===== src/rtl/uart_tx_frame_pkg.sv =====
// Shared UART definitions: FSM state encodings, oversampling factor and divisor math.
// Latency: n/a (constants and an elaboration-time helper only).
// Backpressure: n/a.
// Optional feature macro: UART_TX_PARITY_EN (selects whether ST_PARITY is reachable).
package uart_tx_frame_pkg;

    localparam int OVERSAMPLE = 16;
    localparam int DIV_W      = 14;  // wide enough for the 300 baud divisor (10417)

    // Frame FSM encodings. ST_PARITY is reserved when parity is not built in.
    localparam logic [2:0] ST_IDLE   = 3'd0;
    localparam logic [2:0] ST_START  = 3'd1;
    localparam logic [2:0] ST_DATA   = 3'd2;
    localparam logic [2:0] ST_PARITY = 3'd3;
    localparam logic [2:0] ST_STOP   = 3'd4;

    // Rate code to baud rate.
    function automatic int baud_rate(input logic [2:0] code);
        int rate;
        case (code)
            3'd0:    rate = 300;
            3'd1:    rate = 1200;
            3'd2:    rate = 4800;
            3'd3:    rate = 9600;
            3'd4:    rate = 19200;
            3'd5:    rate = 38400;
            3'd6:    rate = 57600;
            default: rate = 115200;
        endcase
        return rate;
    endfunction

    // Clock cycles per baud tick, rounded to nearest: round(clk_hz / (os * baud)).
    // Only ever called with constant arguments, so it folds to a table.
    function automatic int baud_div(input int clk_hz, input int os, input logic [2:0] code);
        int rate;
        rate = baud_rate(code);
        return (clk_hz + (os * rate) / 2) / (os * rate);
    endfunction

endpackage


===== src/rtl/uart_tx_frame_if.sv =====
// Write-side bus of the UART transmitter: enable, strobe, byte, rate code, line and busy.
// Latency: n/a (signal bundle only).
// Backpressure: tx_busy high means tx_wr is dropped, not queued.
// Ports: master drives tx_en/tx_wr/tx_data/baud_select; slave drives TxD/tx_busy.
interface uart_tx_frame_if;
    logic       tx_en;
    logic       tx_wr;
    logic [7:0] tx_data;
    logic [2:0] baud_select;
    logic       TxD;
    logic       tx_busy;

    modport master (
        output tx_en, tx_wr, tx_data, baud_select,
        input  TxD, tx_busy
    );

    modport slave (
        input  tx_en, tx_wr, tx_data, baud_select,
        output TxD, tx_busy
    );
endinterface


===== src/rtl/uart_tx_frame_baud_gen.sv =====
// 16x baud tick generator: one-cycle tick every divisor cycles for the selected rate code.
// Latency: first tick divisor cycles after a clear; tick is combinational from the counter.
// Backpressure: none; clr restarts the count so a new frame starts on a clean tick phase.
// Ports: clk, reset (sync, high), clr (sync restart), code[2:0] rate code, tick out.
module uart_baud_gen
    import uart_tx_frame_pkg::*;
#(
    parameter int CLK_HZ     = 50_000_000,
    parameter int OVERSAMPLE = 16
) (
    input  logic       clk,
    input  logic       reset,
    input  logic       clr,
    input  logic [2:0] code,
    output logic       tick
);

    logic [DIV_W-1:0] cnt;
    logic [DIV_W-1:0] div_m1 [8];

    // Terminal count per rate code, folded to constants at elaboration.
    for (genvar g = 0; g < 8; g++) begin : g_div
        assign div_m1[g] = DIV_W'(baud_div(CLK_HZ, OVERSAMPLE, 3'(g)) - 1);
    end

    assign tick = (cnt == div_m1[code]);

    always_ff @(posedge clk) begin
        if (reset || clr || tick) begin
            cnt <= '0;
        end else begin
            cnt <= cnt + DIV_W'(1);
        end
    end

endmodule


===== src/rtl/uart_tx_frame.sv =====
// UART transmitter: one 8N1 frame (8E1 with UART_TX_PARITY_EN) per accepted tx_wr strobe.
// Latency: TxD drops to the start bit the cycle after accept; each bit lasts 16 baud ticks.
// Backpressure: tx_wr while tx_busy (or with tx_en low) is ignored; nothing is queued.
// Ports: clk, reset (sync, high), bus (slave modport: tx_en, tx_wr, tx_data, baud_select in;
//        TxD, tx_busy out). Macro UART_TX_PARITY_EN inserts an even-parity bit after DATA.
module uart_tx_frame
    import uart_tx_frame_pkg::*;
#(
    parameter int CLK_HZ     = 50_000_000,
    parameter int OVERSAMPLE = 16
) (
    input  logic            clk,
    input  logic            reset,
    uart_tx_frame_if.slave  bus
);

    logic [2:0] state;
    logic [7:0] shreg;
    logic [2:0] bit_cnt;
    logic [3:0] tick_cnt;
    logic [2:0] code_lat;
    logic       txd_q;
    logic       busy_q;
    logic       tick;
    logic       accept;
    logic       last_tick;
`ifdef UART_TX_PARITY_EN
    logic [7:0] data_lat;
`endif

    assign accept    = bus.tx_wr && bus.tx_en && (state == ST_IDLE);
    assign last_tick = tick && (tick_cnt == 4'd15);

    // Clearing on accept aligns the first tick exactly one divisor after the start bit begins.
    uart_baud_gen #(
        .CLK_HZ     (CLK_HZ),
        .OVERSAMPLE (OVERSAMPLE)
    ) u_baud_gen (
        .clk   (clk),
        .reset (reset),
        .clr   (accept || !bus.tx_en),
        .code  (code_lat),
        .tick  (tick)
    );

    always_ff @(posedge clk) begin
        if (reset) begin
            state    <= ST_IDLE;
            shreg    <= '0;
            bit_cnt  <= '0;
            tick_cnt <= '0;
            code_lat <= '0;
            txd_q    <= 1'b1;
            busy_q   <= 1'b0;
`ifdef UART_TX_PARITY_EN
            data_lat <= '0;
`endif
        end else if (!bus.tx_en) begin
            // Abort: line back to mark immediately, no stop bit.
            state    <= ST_IDLE;
            bit_cnt  <= '0;
            tick_cnt <= '0;
            txd_q    <= 1'b1;
            busy_q   <= 1'b0;
        end else if (state == ST_IDLE) begin
            if (accept) begin
                state    <= ST_START;
                shreg    <= bus.tx_data;
                code_lat <= bus.baud_select;
                bit_cnt  <= '0;
                tick_cnt <= '0;
                txd_q    <= 1'b0;
                busy_q   <= 1'b1;
`ifdef UART_TX_PARITY_EN
                data_lat <= bus.tx_data;
`endif
            end
        end else if (tick) begin
            tick_cnt <= tick_cnt + 4'd1;
            if (last_tick) begin
                case (state)
                    ST_START: begin
                        state <= ST_DATA;
                        txd_q <= shreg[0];
                        shreg <= {1'b0, shreg[7:1]};
                    end
                    ST_DATA: begin
                        bit_cnt <= bit_cnt + 3'd1;
                        if (bit_cnt == 3'd7) begin
`ifdef UART_TX_PARITY_EN
                            state <= ST_PARITY;
                            txd_q <= ^data_lat;
`else
                            state <= ST_STOP;
                            txd_q <= 1'b1;
`endif
                        end else begin
                            txd_q <= shreg[0];
                            shreg <= {1'b0, shreg[7:1]};
                        end
                    end
`ifdef UART_TX_PARITY_EN
                    ST_PARITY: begin
                        state <= ST_STOP;
                        txd_q <= 1'b1;
                    end
`endif
                    ST_STOP: begin
                        state  <= ST_IDLE;
                        busy_q <= 1'b0;
                    end
                    default: begin
                        state  <= ST_IDLE;
                        txd_q  <= 1'b1;
                        busy_q <= 1'b0;
                    end
                endcase
            end
        end
    end

    assign bus.TxD     = txd_q;
    assign bus.tx_busy = busy_q;

endmodule

===== src/flat_wrapper.sv =====
// flat-port wrapper written by rule: the top's interface ports become plain ports
module uart_tx_frame_flat import uart_tx_frame_pkg::*;
#(
    parameter int CLK_HZ     = 50_000_000,
    parameter int OVERSAMPLE = 16
)
  (clk, reset, bus_tx_en, bus_tx_wr, bus_tx_data, bus_baud_select, bus_TxD, bus_tx_busy);
  uart_tx_frame_if bus_i ();
  input  logic clk;
  input  logic reset;
  input wire logic [$bits(bus_i.tx_en)-1:0] bus_tx_en;
  input wire logic [$bits(bus_i.tx_wr)-1:0] bus_tx_wr;
  input wire logic [$bits(bus_i.tx_data)-1:0] bus_tx_data;
  input wire logic [$bits(bus_i.baud_select)-1:0] bus_baud_select;
  output wire logic [$bits(bus_i.TxD)-1:0] bus_TxD;
  output wire logic [$bits(bus_i.tx_busy)-1:0] bus_tx_busy;
  assign bus_i.tx_en = bus_tx_en;
  assign bus_i.tx_wr = bus_tx_wr;
  assign bus_i.tx_data = bus_tx_data;
  assign bus_i.baud_select = bus_baud_select;
  assign bus_TxD = bus_i.TxD;
  assign bus_tx_busy = bus_i.tx_busy;
  uart_tx_frame #(.CLK_HZ(CLK_HZ), .OVERSAMPLE(OVERSAMPLE)) u_core (.clk(clk), .reset(reset), .bus(bus_i));
endmodule

===== config.mk =====
export PLATFORM = sky130hd
export DESIGN_NAME = uart_tx_frame_flat
export DESIGN_NICKNAME = d
export VERILOG_FILES = /design/src/rtl/uart_tx_frame_pkg.sv /design/src/rtl/uart_tx_frame_if.sv /design/src/rtl/uart_tx_frame_baud_gen.sv /design/src/rtl/uart_tx_frame.sv /design/src/flat_wrapper.sv
export SDC_FILE = /design/constraint.sdc
export NUM_CORES = 1
export LEC_CHECK = 0
export ABC_AREA = 1
export BUFFER_PORTS_ARGS = -buffer_cell sky130_fd_sc_hd__buf_2
export CAP_MARGIN = 10
export CELL_PAD_IN_SITES_DETAIL_PLACEMENT = 1
export CELL_PAD_IN_SITES_GLOBAL_PLACEMENT = 1
export CORE_ASPECT_RATIO = 0.9
export CORE_MARGIN = 5
export CORE_UTILIZATION = 48
export CTS_BUF_LIST = sky130_fd_sc_hd__clkbuf_2 sky130_fd_sc_hd__clkbuf_4 sky130_fd_sc_hd__clkbuf_8
export DETAILED_ROUTE_END_ITERATION = 16
export GPL_TIMING_DRIVEN = 0
export PLACE_DENSITY_LB_ADDON = 0.1
export SYNTH_ARGS = -nofsm -noshare
export SYNTH_HDL_FRONTEND = slang
export SYNTH_SLANG_ARGS = --single-unit

===== constraint.sdc =====
create_clock -name clk -period 4.6 [get_ports clk]
set_input_delay 0.46 -clock clk [delete_from_list [all_inputs] [get_ports clk]]
set_output_delay 0.46 -clock clk [all_outputs]
set_load 0.05 [all_outputs]

[Word level (Yosys, flattened, before mapping)]
Memories as Yosys holds them, arrays and structs flattened.
Cells that the tools add are included.
Cells by class
  $lt $le $gt $ge: 1
  multiplexer cells: 33
  reduce and logical (&&, ||, !) cells: 21
  bitwise logic cells: 2
  $add $sub $neg: 3
  equal/unequal tests: 11
Operators with widths (number)
  $mux 8: 5
  $mux 3: 10
  $mux 14: 2
  $pmux 8 s2: 1
  $reduce_and 4->1: 4
  $add 14x1->14 const B: 1
  $eq 14x14->1: 1
  $mux 4: 3
  $mux 1: 10
  $eq 3x3->1 const B: 2
  $ne 2x1->1 const B: 3
  $pmux 3 s2: 1
  $reduce_and 6->1: 1
  $reduce_bool 2->1: 3
  $add 4x1->4 const B: 1
  $eq 4x4->1 const B: 1
  $ge 4x4->1 const B: 1
  $not 3->4: 1
  $reduce_or 2->1: 2
  $add 3x1->3 const B: 1
  $eq 3x1->1 const B: 1
  $eq 3x2->1 const B: 1
  $logic_and 1x1->1: 3
  $logic_not 3->1: 1
  9 further kinds: 11
Word-level totals
  word-level logic and storage cells: 80
  output and inout port bits: 2
  memories: 1
  bits of input ports: 15
  register bits after elaboration: 37
  bits in read-only memories: 112
Memories
  (name not given): words 8, bits a word 14, read ports 1, clocked after Yosys merged registers in 0, wr ports 0, line uart_tx_frame_baud_gen.sv:26  | assign tick = (cnt == div_m1[code]);

[Depth between registers and ports, before layout]
  depth in word-level cells: 9
  gate-level depth with buffers: 17
  depth with buffers taken out: 16

[By module]
A second synthesis with hierarchy kept.
Unflattened totals
  cell total of the unflattened synthesis: 351
  area, all modules: 2334.7 µm²
By module, submodules not included
  uart_tx_frame: area an instance 1232.4 µm², cells an instance 178, instances 1, sequential area each 460.4 µm²
  uart_baud_gen: area an instance 1102.3 µm², cells an instance 173, instances 1, sequential area each 280.3 µm²

[Worst setup path after synthesis]
OpenSTA, ideal clock, no wires.
  kind: register to register
  start point: reg u_core.code_lat[0]
  end point: reg u_core.shreg[0]
  required time: 4487 ps
  stages on the path, launching flop included: 16
  library setup time: 113 ps
  buffers on the path: 1
  clock period less this slack: 2016 ps
  data arrival time: 1903 ps
  path slack: 2584 ps
  cells stage by stage: dfxtp_1 inv_1 ha_1 inv_1 nand2_1 nand2_1 nor2_1 nor2_1 nand2_1 nor2_2 nand3_2 nand2_4 nand3_4 buf_6 nor2_1 nor2_1
On the way
  longest elaborated chain between the ends: 8
  elaborated cells on any way between the ends: 9
  those cells by class: 1 x eq/ne; 2 x mux; 1 x bitwise; 4 x reduce/logical; 1 x memory
RTL lines
  start, declared: line uart_tx_frame.sv:21  | logic [2:0] code_lat;
  start signal, assigned: line uart_tx_frame.sv:69  | code_lat <= bus.baud_select;
  $not 3->4 (not written as such) *: line uart_tx_frame_baud_gen.sv:26
  $mem_v2 8x14 *
  $mux 14 (not written as such) * (2 in series): line uart_tx_frame_baud_gen.sv:26
  $eq 14x14->1 *: line uart_tx_frame_baud_gen.sv:26
  $logic_and 1x1->1: line uart_tx_frame.sv:32  | assign last_tick = tick && (tick_cnt == 4'd15);
  $reduce_bool 2->1 (no line)
  $reduce_and 6->1 (no line) *
  end signal, assigned: line uart_tx_frame.sv:68  | shreg <= bus.tx_data;
  end signal, assigned: line uart_tx_frame.sv:85  | shreg <= {1'b0, shreg[7:1]};
  end signal, assigned: line uart_tx_frame.sv:99  | shreg <= {1'b0, shreg[7:1]};
  end, declared: line uart_tx_frame.sv:18  | logic [7:0] shreg;
Every way passes the cells marked *; elsewhere a longest branch is shown, timed or not. The select of a mux whose other input is x is not followed.
A chain may end at the register's enable or synchronous reset.

[Final worst setup path]
  start point: reg u_core.code_lat[1]
  end point: reg u_core.shreg[6]
The elaborated chain is that of the path after synthesis.

==> flow_metrics.tcl <==
set metrics [dict create \
    status "finished, final reports clean" \
    worst_pin_slew_ns 0.478 \
    die_w_um 80.6 \
    dpl.hpwl_um 4070 \
    power_density_nw_per_um2 293 \
    fin_util_pct 54.5 \
    drc_errors 0 \
    fillers 619 \
    min_path_type "in2reg" \
    track_usage_pct 20.4 \
    rows 23 \
    synth_nets 347 \
    cts_buffers 5 \
    grt_pass1_wl_um 9220 \
    postCtsSetupBuffers 0 \
    antenna_found_initial 0 \
    tns_ns 0 \
    grt_max_degree 11 \
    met3_usage_pct 4.78 \
    start_util_pct 48.9 \
    diodes 0 \
    leakagePower_nw 1.11 \
    use_met2_pct 34.6 \
    avgViaCountPerCell 5.09 \
    finClkSkew_ns 0.00833 \
    drive_gt1_share_pct 13.0 \
    place_ws_ns 2.14 \
    multi_input_area_um2 1200 \
    htreeDepth 2 \
    wl_um 5420 \
    syn_area_per_cell_um2 6.67 \
    nets 370 \
    clockBufferDepth 2 \
    overflow 0 \
    worst_ep_required_time_ns 4.80 \
    ys_types 28 \
    max_slew_margin_pct 68.0 \
    cts.clk_slew.worst_paths_ns 0.07 \
    drv_cap 0 \
    worstRegToRegCells 15 \
    synth_seq_cells 37 \
    clk_latency_ns 0.31 \
    path_max_fanout 10 \
    netlist_area_um2 2150 \
    routedWlPerCell_um 13.3 \
    maxSlewViolCount 0 \
    coreArea_um2 4400 \
    critical_path_class "reg2reg" \
    ant_nets 0 \
    timing.rr.start "u_core.code_lat[1]" \
    die_y_um 73.5 \
    port_buffers 16 \
    cp-end-kind "flip-flop" \
    fmax_mhz 399 \
    io_pins 17 \
    ff_latch_area_um2 741 \
    irDropWorstVdd_mv 0.253 \
    finalNonFillerCells 408 \
    drt_first_pass_iters 4 \
    finalCritPeriodShare_pct 54.4 \
    hold_buffers 0 \
    ys_warn_count 0 \
    ys_seq_area_share_pct 34.4 \
    cts_tree "done" \
    grt-busiest-layer "met2" \
    vias 2078 \
    place_inst 401 \
    clock_sinks 37 \
    worstHoldStart "reset" \
    grt_pass1_vias 2059 \
    worst_slack_ns 2.10 \
    synthCells 323 \
    die_area_um2 5930 \
    final_hold_viol_count 0 \
    arrival_ns 2.71 \
    place.gp.congestion 0.813 \
    detail_route.iter0.violations 105 \
    finalSetupViolations 0 \
    syn_to_final_growth_pct 11.5 \
    fin_crit_ns 2.50 \
    cts_resized 0 \
    cp-startpoint "u_core.code_lat[1]" \
    cts_root_buffer "clkbuf_8" \
    met1_usage_pct 25.2 \
    rsz0062_at_grt "no" \
    power_uw 703 \
    whs_path_depth 2 \
    crit_path_start_kind "flip-flop" \
]
[report_power, final]
part	switching (mW)	total, mW	internal, mW
Combinational	0.0818	0.122	0.0406
Sequential	0.00532	0.334	0.329
Clock	0.122	0.247	0.125
[synthesized netlist by cell type]
library cell  number  area share, %
nor3_1             6            1.4
nand3_4            1           0.81
clkbuf_1           2           0.35
nand2_1           94             16
nand3b_1           2           0.70
nand2_4            1           0.52
nor2_1            40            7.0
nand3_2            3            1.4
nor3_2             2           0.93
nor2_2             3           0.87
o21ai_0           13            3.0
inv_6              1           0.41
nor4_1             1           0.29
or2_2              1           0.29
nand3_1           26            6.0
ha_1               9            5.2
xnor2_1            3            1.2
buf_8              1           0.70
dfxtp_1           37             34
buf_2              1           0.23
clkinv_1           2           0.35
a21oi_1           17            4.0
inv_1             40            7.0
nor2_4             1           0.52
nand2_2            5            1.5
xor2_1             7            2.8
nor3b_1            2           0.70
buf_6              2            1.0
[state kept, by name, indices dropped and copies added (netlist names)]
signal,cells
u_core.state,3
u_core.code_lat,3
u_core.u_baud_gen.cnt,14
u_core.tick_cnt,4
u_core.shreg,8
u_core.bit_cnt,3
u_core.bus.tx_busy,1
u_core.bus.TxD,1
[stage by stage]
step / hold slack [ns] / cell area, um^2
6_report: 0.344 / 2400
5_1_grt: 0.354 / 2400
4_1_cts: 0.340 / 2400
3_5_place_dp: 0.459 / 2310
3_3_place_gp: 0.447 / 2310
2_1_floorplan: 0.430 / 2150
[cell families (layout without fill, tap and decap cells)]
kind of cell | Yosys count | in the layout | share of synthesized area [%]
xor+xnor | 10 | 10 | 4.07
compound gates | 30 | 30 | 6.97
fa+ha+maj | 9 | 9 | 5.23
simple gates | 188 | 188 | 39.3
buf+inv | 49 | 72 | 10.1
flops | 37 | 37 | 34.4
[final timing paths]
check,end,slack [ns]
max,u_core.shreg[6],2.10
min,u_core.shreg[7],0.34
max reg2reg,u_core.shreg[6],2.10
min reg2reg,u_core.bus.tx_busy,0.47
[layout make-up]
cell class / count / area share (%)
Multi-Input combinational cell: 237 / 49.8
Sequential cell: 37 / 30.8
Inverter: 43 / 6.93
Clock buffer: 7 / 3.75
Timing Repair Buffer: 16 / 3.34
Tap cell: 62 / 3.23
Buffer: 6 / 2.08
[critical path: stages (launching register included)]
cell	delay (ns)
dfxtp_1	0.43
inv_1	0.15
ha_1	0.39
inv_1	0.11
nand2_1	0.07
nand3_1	0.06
nand2_1	0.05
nor2_1	0.18
nand2_1	0.12
nor2_4	0.14
nand3_2	0.11
nand2_4	0.15
nand3_4	0.12
buf_6	0.17
nor2_1	0.09
nor2_1	0.05
[cell usage in the layout (no fill, tap or decap), types with 2 or more instances in the layout]
cell type  count
nand2_1       94
inv_1         40
nor2_1        40
dfxtp_1       37
nand3_1       26
a21oi_1       17
buf_2         17
o21ai_0       13
ha_1           9
xor2_1         7
nor3_1         6
clkbuf_8       6
nand2_2        5
nor2_2         3
nand3_2        3
xnor2_1        3
buf_6          2
nor3_2         2
clkinv_1       2
nor3b_1        2
nand3b_1       2
clkbuf_1       2
[metal layers]
layer / share of wire, % / wire (um)
met5: 0 / 0
met4: 1.5 / 80
met2: 49 / 2650
met1: 47 / 2530
met3: 3.0 / 165
No activity file was read; power rests on OpenSTA's default activity.
